[src/rtl/wb_arbiter2_pkg.sv]
// Shared definitions for the two-master Wishbone arbiter: FSM state encoding,
// default bus geometry and the watchdog counter sizing helper.
package wb_arbiter2_pkg;

    typedef enum logic [1:0] {
        ARB_IDLE = 2'd0,
        ARB_G0   = 2'd1,
        ARB_G1   = 2'd2,
        ARB_ERR  = 2'd3
    } arb_state_e;

    localparam int WB_AW_DEF      = 32;
    localparam int WB_DW_DEF      = 32;
    localparam int WB_TIMEOUT_DEF = 255;

    // A disabled watchdog (timeout 0) still needs a one-bit counter to stay legal.
    function automatic int wd_width(input int timeout);
        return (timeout > 0) ? $clog2(timeout + 1) : 1;
    endfunction

endpackage

[src/rtl/wb_arbiter2_watchdog.sv]
// Bus watchdog: counts cycles a strobe waits for ack and flags expiry on the
// last allowed wait cycle. The counter saturates instead of wrapping.
module wb_arb_watchdog
    import wb_arbiter2_pkg::*;
#(
    parameter int TIMEOUT = WB_TIMEOUT_DEF
) (
    input  logic clk,
    input  logic reset,
    input  logic clr,
    input  logic tick,
    output logic expire
);

    localparam int CW     = wd_width(TIMEOUT);
    localparam int LAST_I = (TIMEOUT > 0) ? TIMEOUT - 1 : 0;
    localparam logic [CW-1:0] LAST = CW'(LAST_I);
    localparam logic [CW-1:0] SAT  = CW'(TIMEOUT);

    logic [CW-1:0] wd_cnt_q;
    logic [CW-1:0] wd_cnt_d;

    always_comb begin
        wd_cnt_d = wd_cnt_q;
        if (clr) begin
            wd_cnt_d = '0;
        end else if (tick && (wd_cnt_q != SAT)) begin
            wd_cnt_d = wd_cnt_q + 1'b1;
        end
    end

    always_ff @(posedge clk) begin
        if (reset) begin
            wd_cnt_q <= '0;
        end else begin
            wd_cnt_q <= wd_cnt_d;
        end
    end

    assign expire = (TIMEOUT != 0) && tick && (wd_cnt_q == LAST);

endmodule

[src/rtl/wb_arbiter2.sv]
// Two-master, one-slave Wishbone classic arbiter with round-robin grant, bus lock
// for the whole cycle, and a watchdog that errors a master whose slave never acks.
module wb_arbiter2
    import wb_arbiter2_pkg::*;
#(
    parameter int AW      = WB_AW_DEF,
    parameter int DW      = WB_DW_DEF,
    parameter int TIMEOUT = WB_TIMEOUT_DEF
) (
    input  logic            clk,
    input  logic            reset,
    input  logic [AW-1:0]   m0_addr,
    input  logic [DW-1:0]   m0_wdata,
    input  logic [DW/8-1:0] m0_sel,
    input  logic            m0_we,
    input  logic            m0_cyc,
    input  logic            m0_stb,
    output logic [DW-1:0]   m0_rdata,
    output logic            m0_ack,
    output logic            m0_err,
    input  logic [AW-1:0]   m1_addr,
    input  logic [DW-1:0]   m1_wdata,
    input  logic [DW/8-1:0] m1_sel,
    input  logic            m1_we,
    input  logic            m1_cyc,
    input  logic            m1_stb,
    output logic [DW-1:0]   m1_rdata,
    output logic            m1_ack,
    output logic            m1_err,
    output logic [AW-1:0]   s_addr,
    output logic [DW-1:0]   s_wdata,
    output logic [DW/8-1:0] s_sel,
    output logic            s_we,
    output logic            s_cyc,
    output logic            s_stb,
    input  logic [DW-1:0]   s_rdata,
    input  logic            s_ack
);

    arb_state_e state_q, state_d;
    logic       last_grant_q, last_grant_d;
    logic       wd_clr, wd_tick, wd_expire;

    // Datapath mux: the granted master sees the slave directly, everyone else sees zeros.
    always_comb begin
        s_addr   = '0;
        s_wdata  = '0;
        s_sel    = '0;
        s_we     = 1'b0;
        s_cyc    = 1'b0;
        s_stb    = 1'b0;
        m0_rdata = '0;
        m0_ack   = 1'b0;
        m1_rdata = '0;
        m1_ack   = 1'b0;
        unique case (state_q)
            ARB_G0: begin
                s_addr   = m0_addr;
                s_wdata  = m0_wdata;
                s_sel    = m0_sel;
                s_we     = m0_we;
                s_cyc    = m0_cyc;
                s_stb    = m0_stb;
                m0_rdata = s_rdata;
                m0_ack   = s_ack;
            end
            ARB_G1: begin
                s_addr   = m1_addr;
                s_wdata  = m1_wdata;
                s_sel    = m1_sel;
                s_we     = m1_we;
                s_cyc    = m1_cyc;
                s_stb    = m1_stb;
                m1_rdata = s_rdata;
                m1_ack   = s_ack;
            end
            default: ;
        endcase
    end

    assign m0_err = wd_expire && (state_q == ARB_G0);
    assign m1_err = wd_expire && (state_q == ARB_G1);

    always_comb begin
        state_d      = state_q;
        last_grant_d = last_grant_q;
        unique case (state_q)
            ARB_IDLE: begin
                if (m0_cyc && m1_cyc) begin
                    state_d = last_grant_q ? ARB_G0 : ARB_G1;
                end else if (m0_cyc) begin
                    state_d = ARB_G0;
                end else if (m1_cyc) begin
                    state_d = ARB_G1;
                end
            end
            ARB_G0: begin
                if (wd_expire) begin
                    state_d      = ARB_ERR;
                    last_grant_d = 1'b0;
                end else if (!m0_cyc) begin
                    state_d      = ARB_IDLE;
                    last_grant_d = 1'b0;
                end
            end
            ARB_G1: begin
                if (wd_expire) begin
                    state_d      = ARB_ERR;
                    last_grant_d = 1'b1;
                end else if (!m1_cyc) begin
                    state_d      = ARB_IDLE;
                    last_grant_d = 1'b1;
                end
            end
            default: state_d = ARB_IDLE;
        endcase
    end

    always_ff @(posedge clk) begin
        if (reset) begin
            state_q      <= ARB_IDLE;
            last_grant_q <= 1'b1;
        end else begin
            state_q      <= state_d;
            last_grant_q <= last_grant_d;
        end
    end

    // Any state change counts as a grant change and restarts the wait count.
    assign wd_tick = s_cyc && s_stb && !s_ack;
    assign wd_clr  = !s_cyc || !s_stb || s_ack || (state_d != state_q);

    wb_arb_watchdog #(
        .TIMEOUT (TIMEOUT)
    ) u_watchdog (
        .clk     (clk),
        .reset   (reset),
        .clr     (wd_clr),
        .tick    (wd_tick),
        .expire  (wd_expire)
    );

endmodule
[config.mk]
export PLATFORM = sky130hd
export DESIGN_NAME = wb_arbiter2
export DESIGN_NICKNAME = d
export VERILOG_FILES = /design/src/rtl/wb_arbiter2_pkg.sv /design/src/rtl/wb_arbiter2_watchdog.sv /design/src/rtl/wb_arbiter2.sv
export SDC_FILE = /design/constraint.sdc
export NUM_CORES = 1
export LEC_CHECK = 0
export ABC_AREA = 0
export ABC_CLOCK_PERIOD_IN_PS = 7400
export BUFFER_PORTS_ARGS = -buffer_cell sky130_fd_sc_hd__buf_2
export CAP_MARGIN = 15
export CORE_AREA = 2 2 122 124
export DETAILED_ROUTE_END_ITERATION = 8
export DIE_AREA = 0 0 124 126
export PLACE_DENSITY = 0.54
export SYNTH_ARGS = -nofsm -noshare
export SYNTH_HDL_FRONTEND = slang
export SYNTH_SLANG_ARGS = --single-unit
[constraint.sdc]
create_clock -name clk -period 7.4 [get_ports clk]
set_clock_uncertainty 0.05 [all_clocks]
set_input_delay 1.48 -clock clk [delete_from_list [all_inputs] [get_ports clk]]
set_output_delay 1.48 -clock clk [all_outputs]
set_load 0.01 [all_outputs]
# Yosys cells after proc, flatten, opt, wreduce, memory -nomap -nowiden
# Cells that the tools add are included.
# totals
reg_bits	11
inputBits	177
output_inout_bits	139
word_cells	52
# classes
addsub	1
n_eq_ne	7
n_mux	24
n_reduce_logical	17
# op_table
cell	n
case mux 32 bit (2 select lines)	2
2-to-1 mux 32 bit	2
2-to-1 mux 2 bit	8
adder 8 x 1 -> 8 bit (second input constant)	1
== test 8 bit (second input constant)	1
inequality test 8 bit (second input constant)	1
case mux 1 bit (2 select lines)	4
case mux 4 bit (2 select lines)	1
logical AND 1 bit	7
2-to-1 mux 1 bit	6
inequality test 3 bit (second input constant)	2
case mux 2 bit (3 select lines)	1
zero test 1 bit	3
logical OR 1 bit	3
AND reduction 3 bit	1
== test 2 x 1 -> 1 bit (second input constant)	1
== test 2 bit (second input constant)	1
zero test 2 bit	1
inequality test 2 bit	1
nonzero test 2 bit	1
OR reduction 2 bit	1

# Depth between registers and ports, before layout
# Gate-level depths: netlist (run 1).
# logic_depth
ltp_word	10
mapped_depth	10
ltp_nobuf	7

# Cells and area by module
# From an unflattened synthesis (run 1), not the netlist that was laid out.
# hier_totals
cells_unflattened	324
hier_area_um2	2287.2
# by_module_without_submodules
module	n_inst	cells_each	area_per_inst_um2	seq_area_each_um2
wb_arbiter2	1	273	1828.0	60.1
wb_arb_watchdog	1	51	459.2	160.2

# Least setup slack after synthesis (run 1)
# Ideal clock, no wire load.
# synth_path
path_kind	input to output
from	input m0_cyc
to	output m0_err
t_arrival_ns	2.930
required_time_ns	5.870
slack_ns	2.940
cell_stages	7
path_buffers	3
path_cell_list	clkbuf_2 a22oi_2 or4b_4 buf_6 buf_2 nor3_1 and2_1
# synth_between
elab_chain_cells	5
# synth_rtl
element	line_no	source
start: declaration	wb_arbiter2.sv:16	input logic m0_cyc,
case mux 1 bit (2 select lines)	wb_arbiter2.sv:56	unique case (state_q)
logical AND 1 bit (2 in a row)	wb_arbiter2.sv:130	assign wd_tick = s_cyc && s_stb && !s_ack;
logical AND 1 bit	wb_arbiter2_watchdog.sv:40	assign expire = (TIMEOUT != 0) && tick && (wd_cnt_q == LAST);
logical AND 1 bit	wb_arbiter2.sv:81	assign m0_err = wd_expire && (state_q == ARB_G0);
end: declaration	wb_arbiter2.sv:20	output logic m0_err,
# Every way passes these cells.

# Worst setup path in the final report (run 1)
# Ends and elaborated chain as after synthesis.

==> metrics.cfg, run 1 <==
[outcome]
status = complete, no violations

[drt]
wl_per_cell_um = 16.0
viasPerCell = 4.44
drtPass1Iterations = 4
drc = 0
finalWirelength_um = 12900
num_vias = 3597
drtIter0Drc = 300
ant_nets = 0

[yosys]
synthFlopType = dfxtp_1
synth.mux.area_fraction_pct = 0.414
synth_compound_area_share_pct = 33.0
synth_top_family_by_area = simple AND/OR/NAND/NOR gates
async_flop_share_pct = 0
ys_ff_latch = 11
synth-simple-area-share_pct = 45.1
synth.area.top_cells = a22oi_1, and2_1, nor2b_1
synth_top_area_share_pct = 21.8
yosysUniqueCellTypes = 45
syn_area_um2 = 2420
synth_warnings = 0
synth-xor-area-share_pct = 2.18
yosysTopAreaCell = a22oi_1
syn-instance-count = 339
synth_nets = 522
yosysSeqAreaShare_pct = 9.11
synth_edf_count = 0
postSynthAreaPerCell_um2 = 7.13
synthAdderAreaFrac_pct = 3.11

[floorplan]
die_area_um2 = 15600
fp.dieH_um = 126
die_w_um = 124
ios = 316
coreArea_um2 = 14300
rows = 44
initial_core_util_pct = 16.9

[grt]
grt_use_total_pct = 14.8
grt.overflow.total = 0
grt_pass1_wl_um = 18200
antenna_found_initial = 2
grt_max_degree = 73
grt_pass1_vias = 3154

[cells_and_area]
multi_input_area_um2 = 2050
seqCellArea_um2 = 220
final_layout_size_suffix_gt1_share_pct = 53.9
nNetsFinal = 809
stdcell_area_um2 = 4200
area_growth_syn_to_layout_pct = 74.0
fillerInstances = 1596

[placement]
placed_cell_area_um2 = 4120
place_congestion = 0.789
io_buffer_count = 315
hpwlAfterDp_um = 10500

[setup_path]
cp-end-kind = primary output
worstSetupPathType = in2out
critical-path-slowest-cell = or4b_4
required_ns = 5.87
crit_chain = buf_2 > a22oi_2 > or4b_4 > nor3_1 > and2_1 > buf_2
crit_buf_inv = 2
cp_max_fo = 21
cpPeakStageDelay_ns = 0.70
cp-start-kind = input pin
arrival_ns = 3.06
cp_top_family = simple AND/OR/NAND/NOR gates
crit_top_cell = buf_2

[clocking]
root_buffer = clkbuf_16
clk_pin_slew_ns = 0.04
cts-hold-fix-buffers = 0
cts_tree = built
clock_sinks = 11
numCtsBuffers = 3
clockBufferDepth = 2
cts_setup_buffers = 0
htreeDepth = 1
clk-insertion-delay-late_ns = 0.23
cts_resized = 0

[timing]
maxSlewViolCount = 0
clock.fmax_mhz = 218
hold_viol_final = 0
min_period_ns = 4.59
rsz0062_at_grt = no
setup_tns_ns = 0
relSlewSlack_pct = 52.2
finalSetupViolations = 0
tightest_slew_ns = 0.712
period_share_pct = 62.0

[job]
cap_violations = 0

[pwr]
ir_drop_uv = 58.6
leakagePower_nw = 2.13
power.density_nw_per_um2 = 140

[worst_hold_path]
hp-class = reg2reg

==> worst register-to-register path, cell delays in order, from the launching register on <==
cell and delay, ns:
dfxtp_1 0.42, inv_1 0.20, ha_4 0.39, buf_4 0.61
a22o_1 0.38, o31ai_1 0.10, nor4_1 0.36, o22ai_2 0.26
a2111oi_1 0.46
==> through the flow <==
stage                     hold slack (ns)  instances  setup WS (ns)  utilization, %  total power, W
after floorplan                     0.467        339           2.94               -        0.000324
after global placement              0.514        805           2.88            28.8        0.000496
after detailed placement            0.515        805           2.82            28.8        0.000493
after CTS                           0.522        809           2.82            29.4        0.000594
after global routing                0.559        809           2.69            29.4        0.000634
final                               0.528        810           2.81            29.4        0.000588
==> cell usage after synthesis (2+ instances only) <==
| master | n |
|---|---|
| nor2b_1 | 70 |
| a21oi_1 | 3 |
| clkbuf_1 | 25 |
| a2111oi_1 | 4 |
| o21ai_0 | 2 |
| nor4_1 | 2 |
| nand3_1 | 4 |
| buf_2 | 2 |
| a22oi_1 | 70 |
| and2_1 | 70 |
| a2111oi_2 | 3 |
| nor3_1 | 4 |
| xnor2_1 | 6 |
| nand2_1 | 5 |
| or3_1 | 2 |
| dfxtp_1 | 11 |
| nor2_1 | 5 |
| nor4_2 | 2 |
| nand2b_1 | 2 |
| o21bai_1 | 2 |
| a211oi_1 | 5 |
| ha_1 | 6 |
| o31ai_1 | 2 |
| inv_1 | 6 |
| buf_1 | 6 |
==> worst paths after layout <==
check | start | to | slack [ns] | cells after the start
setup reg to reg | state_q[0] | u_watchdog.wd_cnt_q[0] | 4.05 | 8
setup / recovery | m0_cyc | m0_err | 2.81 | 6
hold / removal | u_watchdog.wd_cnt_q[7] | u_watchdog.wd_cnt_q[7] | 0.53 | 2
hold reg to reg | u_watchdog.wd_cnt_q[7] | u_watchdog.wd_cnt_q[7] | 0.53 | 2
==> cells in the final DEF, fill, tap and decap left out, types with 2 or more instances in the layout <==
master / n
a2111oi_1: 4
a2111oi_2: 3
a211oi_1: 5
a21oi_1: 3
a22oi_1: 70
and2_1: 70
buf_2: 315
buf_4: 3
clkbuf_16: 3
dfxtp_1: 11
ha_1: 3
ha_4: 2
inv_1: 6
nand2_1: 5
nand2b_1: 2
nand3_1: 4
nor2_1: 5
nor2b_1: 70
nor3_1: 4
nor4_1: 2
nor4_2: 2
o21ai_0: 2
o21bai_1: 2
o31ai_1: 2
or3_1: 2
xnor2_1: 6
==> power by group <==
| group | switching (W) | internal (W) | total, W |
|---|---|---|---|
| Sequential | 0.00000778 | 0.0000631 | 0.0000708 |
| Combinational | 0.000230 | 0.000189 | 0.000419 |
| Clock | 0.0000257 | 0.0000723 | 0.0000979 |
==> layout make-up <==
class | count | share of cell area, %
Multi-Input combinational cell | 286 | 48.8
Inverter | 6 | 0.536
Timing Repair Buffer | 318 | 38.0
Sequential cell | 11 | 5.24
Antenna cell | 1 | 0.0595
Clock buffer | 4 | 1.88
Tap cell | 184 | 5.48
==> per-layer routing <==
layer	GRT usage [%]	routed length (um)	vias up
met5	0	20	-
met4	1.32	66	4
met3	2.94	925	10
met2	23.6	5940	152
met1	21.3	5970	1647
li1	-	-	1784
==> cells by family after synthesis <==
| kind of cell | Yosys count |
|---|---|
| buffers and inverters | 42 |
| AND/OR/NAND/NOR | 173 |
| multiplexers | 1 |
| flip-flops | 11 |
| AO/OA/AOI/OAI | 100 |
| adder cells (fa/ha/maj) | 6 |
| XOR/XNOR | 6 |
==> state kept, by name, indices dropped and copies added, names as in the netlist <==
name                 cells
state_q                  2
u_watchdog.wd_cnt_q      8
last_grant_q             1
(Power assumes the default switching activity.)
==> run 2: changes to the inputs <==
--- a/config.mk
+++ b/config.mk
@@ -5,14 +5,14 @@
 export SDC_FILE = /design/constraint.sdc
 export NUM_CORES = 1
 export LEC_CHECK = 0
-export ABC_AREA = 0
-export ABC_CLOCK_PERIOD_IN_PS = 7400
+export ABC_AREA = 1
+export ABC_CLOCK_PERIOD_IN_PS = 3800
 export BUFFER_PORTS_ARGS = -buffer_cell sky130_fd_sc_hd__buf_2
 export CAP_MARGIN = 15
 export CORE_AREA = 2 2 122 124
 export DETAILED_ROUTE_END_ITERATION = 8
 export DIE_AREA = 0 0 124 126
-export PLACE_DENSITY = 0.54
+export PLACE_DENSITY = 0.55
 export SYNTH_ARGS = -nofsm -noshare
 export SYNTH_HDL_FRONTEND = slang
 export SYNTH_SLANG_ARGS = --single-unit
==> constraint.sdc (replaced) <==
create_clock -name clk -period 3.8 [get_ports clk]
set_clock_uncertainty 0.05 [all_clocks]
set_input_delay 0.76 -clock clk [delete_from_list [all_inputs] [get_ports clk]]
set_output_delay 0.76 -clock clk [all_outputs]
set_load 0.01 [all_outputs]
==> metrics.cfg, run 2 <==
[cells_and_area]
fillerInstances = 1674  ; +4.9%
largest_reg_flops = 8  ; unchanged
final_common_cell = buf_2
multi_input_area_um2 = 1740  ; -15%
top_register = u_watchdog.wd_cnt_q
nNetsFinal = 965  ; +19%
largestRegisters = u_watchdog.wd_cnt_q: 8 flops, state_q: 2 flops, last_grant_q: 1 flops
layout_common_cells = buf_2, nand2_1, inv_1
area_growth_syn_to_layout_pct = 78.4
n_antenna_cell = 0  ; -1
seqCellArea_um2 = 220  ; unchanged
final_layout_size_suffix_gt1_share_pct = 45.3  ; -8.6 points

[floorplan]
ios = 316  ; unchanged
rows = 44  ; unchanged
initial_core_util_pct = 16.6  ; -0.26 points
fp.dieH_um = 126  ; unchanged
coreArea_um2 = 14300  ; unchanged
die_area_um2 = 15600  ; unchanged
die_w_um = 124  ; unchanged

[pwr]
ir_drop_uv = 97.3  ; +66%
power.density_nw_per_um2 = 200  ; +43%
comb_power_share_pct = 62.5  ; -8.8 points
p_clk_share_pct = 22.6  ; +5.9 points
leakagePower_nw = 2.77  ; +30%
p_int_w = 0.000466  ; +44%
sequentialPowerShare_pct = 14.9  ; +2.8 points
switchingPower_w = 0.000382  ; +45%
finalPower_w = 0.000848  ; +44%
netSwitchingFraction_pct = 45.0  ; +0.17 points

[setup_path]
cp-end-kind = primary output
critical-path-slowest-cell = dfxtp_1
required_ns = 2.99  ; -2.88 ns
crit_chain = inv_1 > ha_1 > inv_2 > buf_4 > a21oi_1 > buf_2
cp-start-kind = flip-flop
crit_buf_inv = 4  ; +2
cp_top_family = buffers and inverters
worstSetupPathType = reg2out
cpPeakStageDelay_ns = 0.48  ; -0.22 ns
arrival_ns = 2.22  ; -0.84 ns
cp_max_fo = 35  ; +67%

[timing]
hold_viol_final = 0  ; unchanged
rsz0062_at_grt = no
period_share_pct = 79.8
clock.fmax_mhz = 330
relSlewSlack_pct = 64.1  ; +12 points
maxSlewViolCount = 0  ; unchanged
finalSetupViolations = 0  ; unchanged
setup_tns_ns = 0  ; unchanged
min_period_ns = 3.03
tightest_slew_ns = 0.538  ; -0.174 ns

[placement]
io_buffer_count = 315  ; unchanged
place_congestion = 0.979  ; +24%
hpwlAfterDp_um = 10100  ; -3.0%

[drt]
wl_met3_um = 1050  ; +13%
ant_nets = 0  ; unchanged
wl_per_cell_um = 12.6  ; -21%
viasPerCell = 4.06  ; -8.5%
top_layer = met5
num_vias = 3922  ; +9.0%
finalWirelength_um = 12200  ; -5.6%
drtIter0Drc = 149  ; -50%
drc = 0  ; unchanged
wl_met2_um = 5850  ; -1.5%
drtPass1Iterations = 5  ; +1
wl_met1_um = 5050  ; -15%

[worst_hold_path]
hp-class = reg2reg

[yosys]
syn_area_um2 = 2380  ; -1.6%
ys_ff_latch = 11  ; unchanged
yosysTopAreaCell = nand2_1
synth_warnings = 0  ; unchanged
syn-instance-count = 486  ; +43%
yosysUniqueCellTypes = 29  ; -36%
synth_top_area_share_pct = 35.7  ; +14 points
yosysSeqAreaShare_pct = 9.26  ; +0.14 points
synth_nets = 669  ; +28%
async_flop_share_pct = 0  ; unchanged
synth.area.top_cells = nand2_1, a21oi_1, inv_1
synth_edf_count = 0  ; unchanged
yosysMostFrequentCell = nand2_1
synth_commonest_cells = nand2_1, inv_1, a21oi_1
synthFlopType = dfxtp_1
postSynthAreaPerCell_um2 = 4.89  ; -31%

[clocking]
clk_pin_slew_ns = 0.04  ; about the same
cts-hold-fix-buffers = 0  ; unchanged
clk-insertion-delay-late_ns = 0.24  ; about the same
root_buffer = clkbuf_16
htreeDepth = 1  ; unchanged
numCtsBuffers = 3  ; unchanged
cts_setup_buffers = 0  ; unchanged
clockBufferDepth = 2  ; unchanged
cts_resized = 0  ; unchanged
cts_tree = built
clock_sinks = 11  ; unchanged

[grt]
grt_max_degree = 52  ; -29%
grt_pass1_vias = 3676  ; +17%
grt.overflow.total = 0  ; unchanged
antenna_found_initial = 1  ; -1
grt_pass1_wl_um = 18500  ; +1.8%
grt_use_total_pct = 14.7  ; -0.074 points

[job]
cap_violations = 0  ; unchanged

[outcome]
status = complete, no violations

## run 2: cell type report
| class | instances | area share, % |
|---|---|---|
| multi-input cells | 358 | 40.9 |
| repair buffers | 322 | 39.0 |
| inverters | 86 | 7.61 |
| well taps | 184 | 5.43 |
| flip-flops and latches | 11 | 5.19 |
| clock buffers | 4 | 1.86 |
## run 2: per-stage QoR
stage / utilization [%] / std cells / instance area (um2) / setup slack (ns) / hold slack, ns
after floorplan: - / 486 / 2380 / 1.44 / 0.393
after global placement: 29.1 / 961 / 4160 / 1.07 / 0.429
after detailed placement: 29.1 / 961 / 4160 / 1.01 / 0.440
after CTS: 29.6 / 965 / 4240 / 0.750 / 0.451
after global routing: 29.6 / 965 / 4240 / 0.602 / 0.461
final: 29.6 / 965 / 4240 / 0.768 / 0.445
## run 2: kinds of logic after synthesis
logic type / share of synthesized area [%]
xor gates and xnor gates: 1.84
buffers and inverters: 18.8
adders and majority gates: 3.16
and+or+nand+nor: 49.2
AOI/OAI and AO/OA: 17.7
DFF: 9.26
## run 2: worst paths after layout
check / end / slack, ns / startpoint / depth (start not counted)
max: s_wdata[28] / 0.77 / state_q[0] / 6
min: last_grant_q / 0.45 / last_grant_q / 2
max reg2reg: u_watchdog.wd_cnt_q[1] / 1.43 / state_q[1] / 12
min reg2reg: last_grant_q / 0.45 / last_grant_q / 2
## run 2: worst min-delay path: stages, from the launching register on
cell and delay (ns):
dfxtp_1 0.34, a21oi_1 0.07, nand2_1 0.05
## run 2: power by group through the flow
stage / Sequential, W / Combinational (W) / Clock (W)
after global routing: 0.000126 / 0.000594 / 0.000201
after detailed placement: 0.000128 / 0.000533 / 0
final: 0.000126 / 0.000530 / 0.000192
after floorplan: 0.000126 / 0.000284 / 0
after global placement: 0.000128 / 0.000539 / 0
after CTS: 0.000126 / 0.000535 / 0.000197
## run 2: metal layers
layer  vias to the layer above  global-route usage [%]
met5                         -                       0
met4                         2                    3.30
met3                        21                    3.76
met2                       199                    25.3
met1                      1658                    18.4
li1                       2042                       -
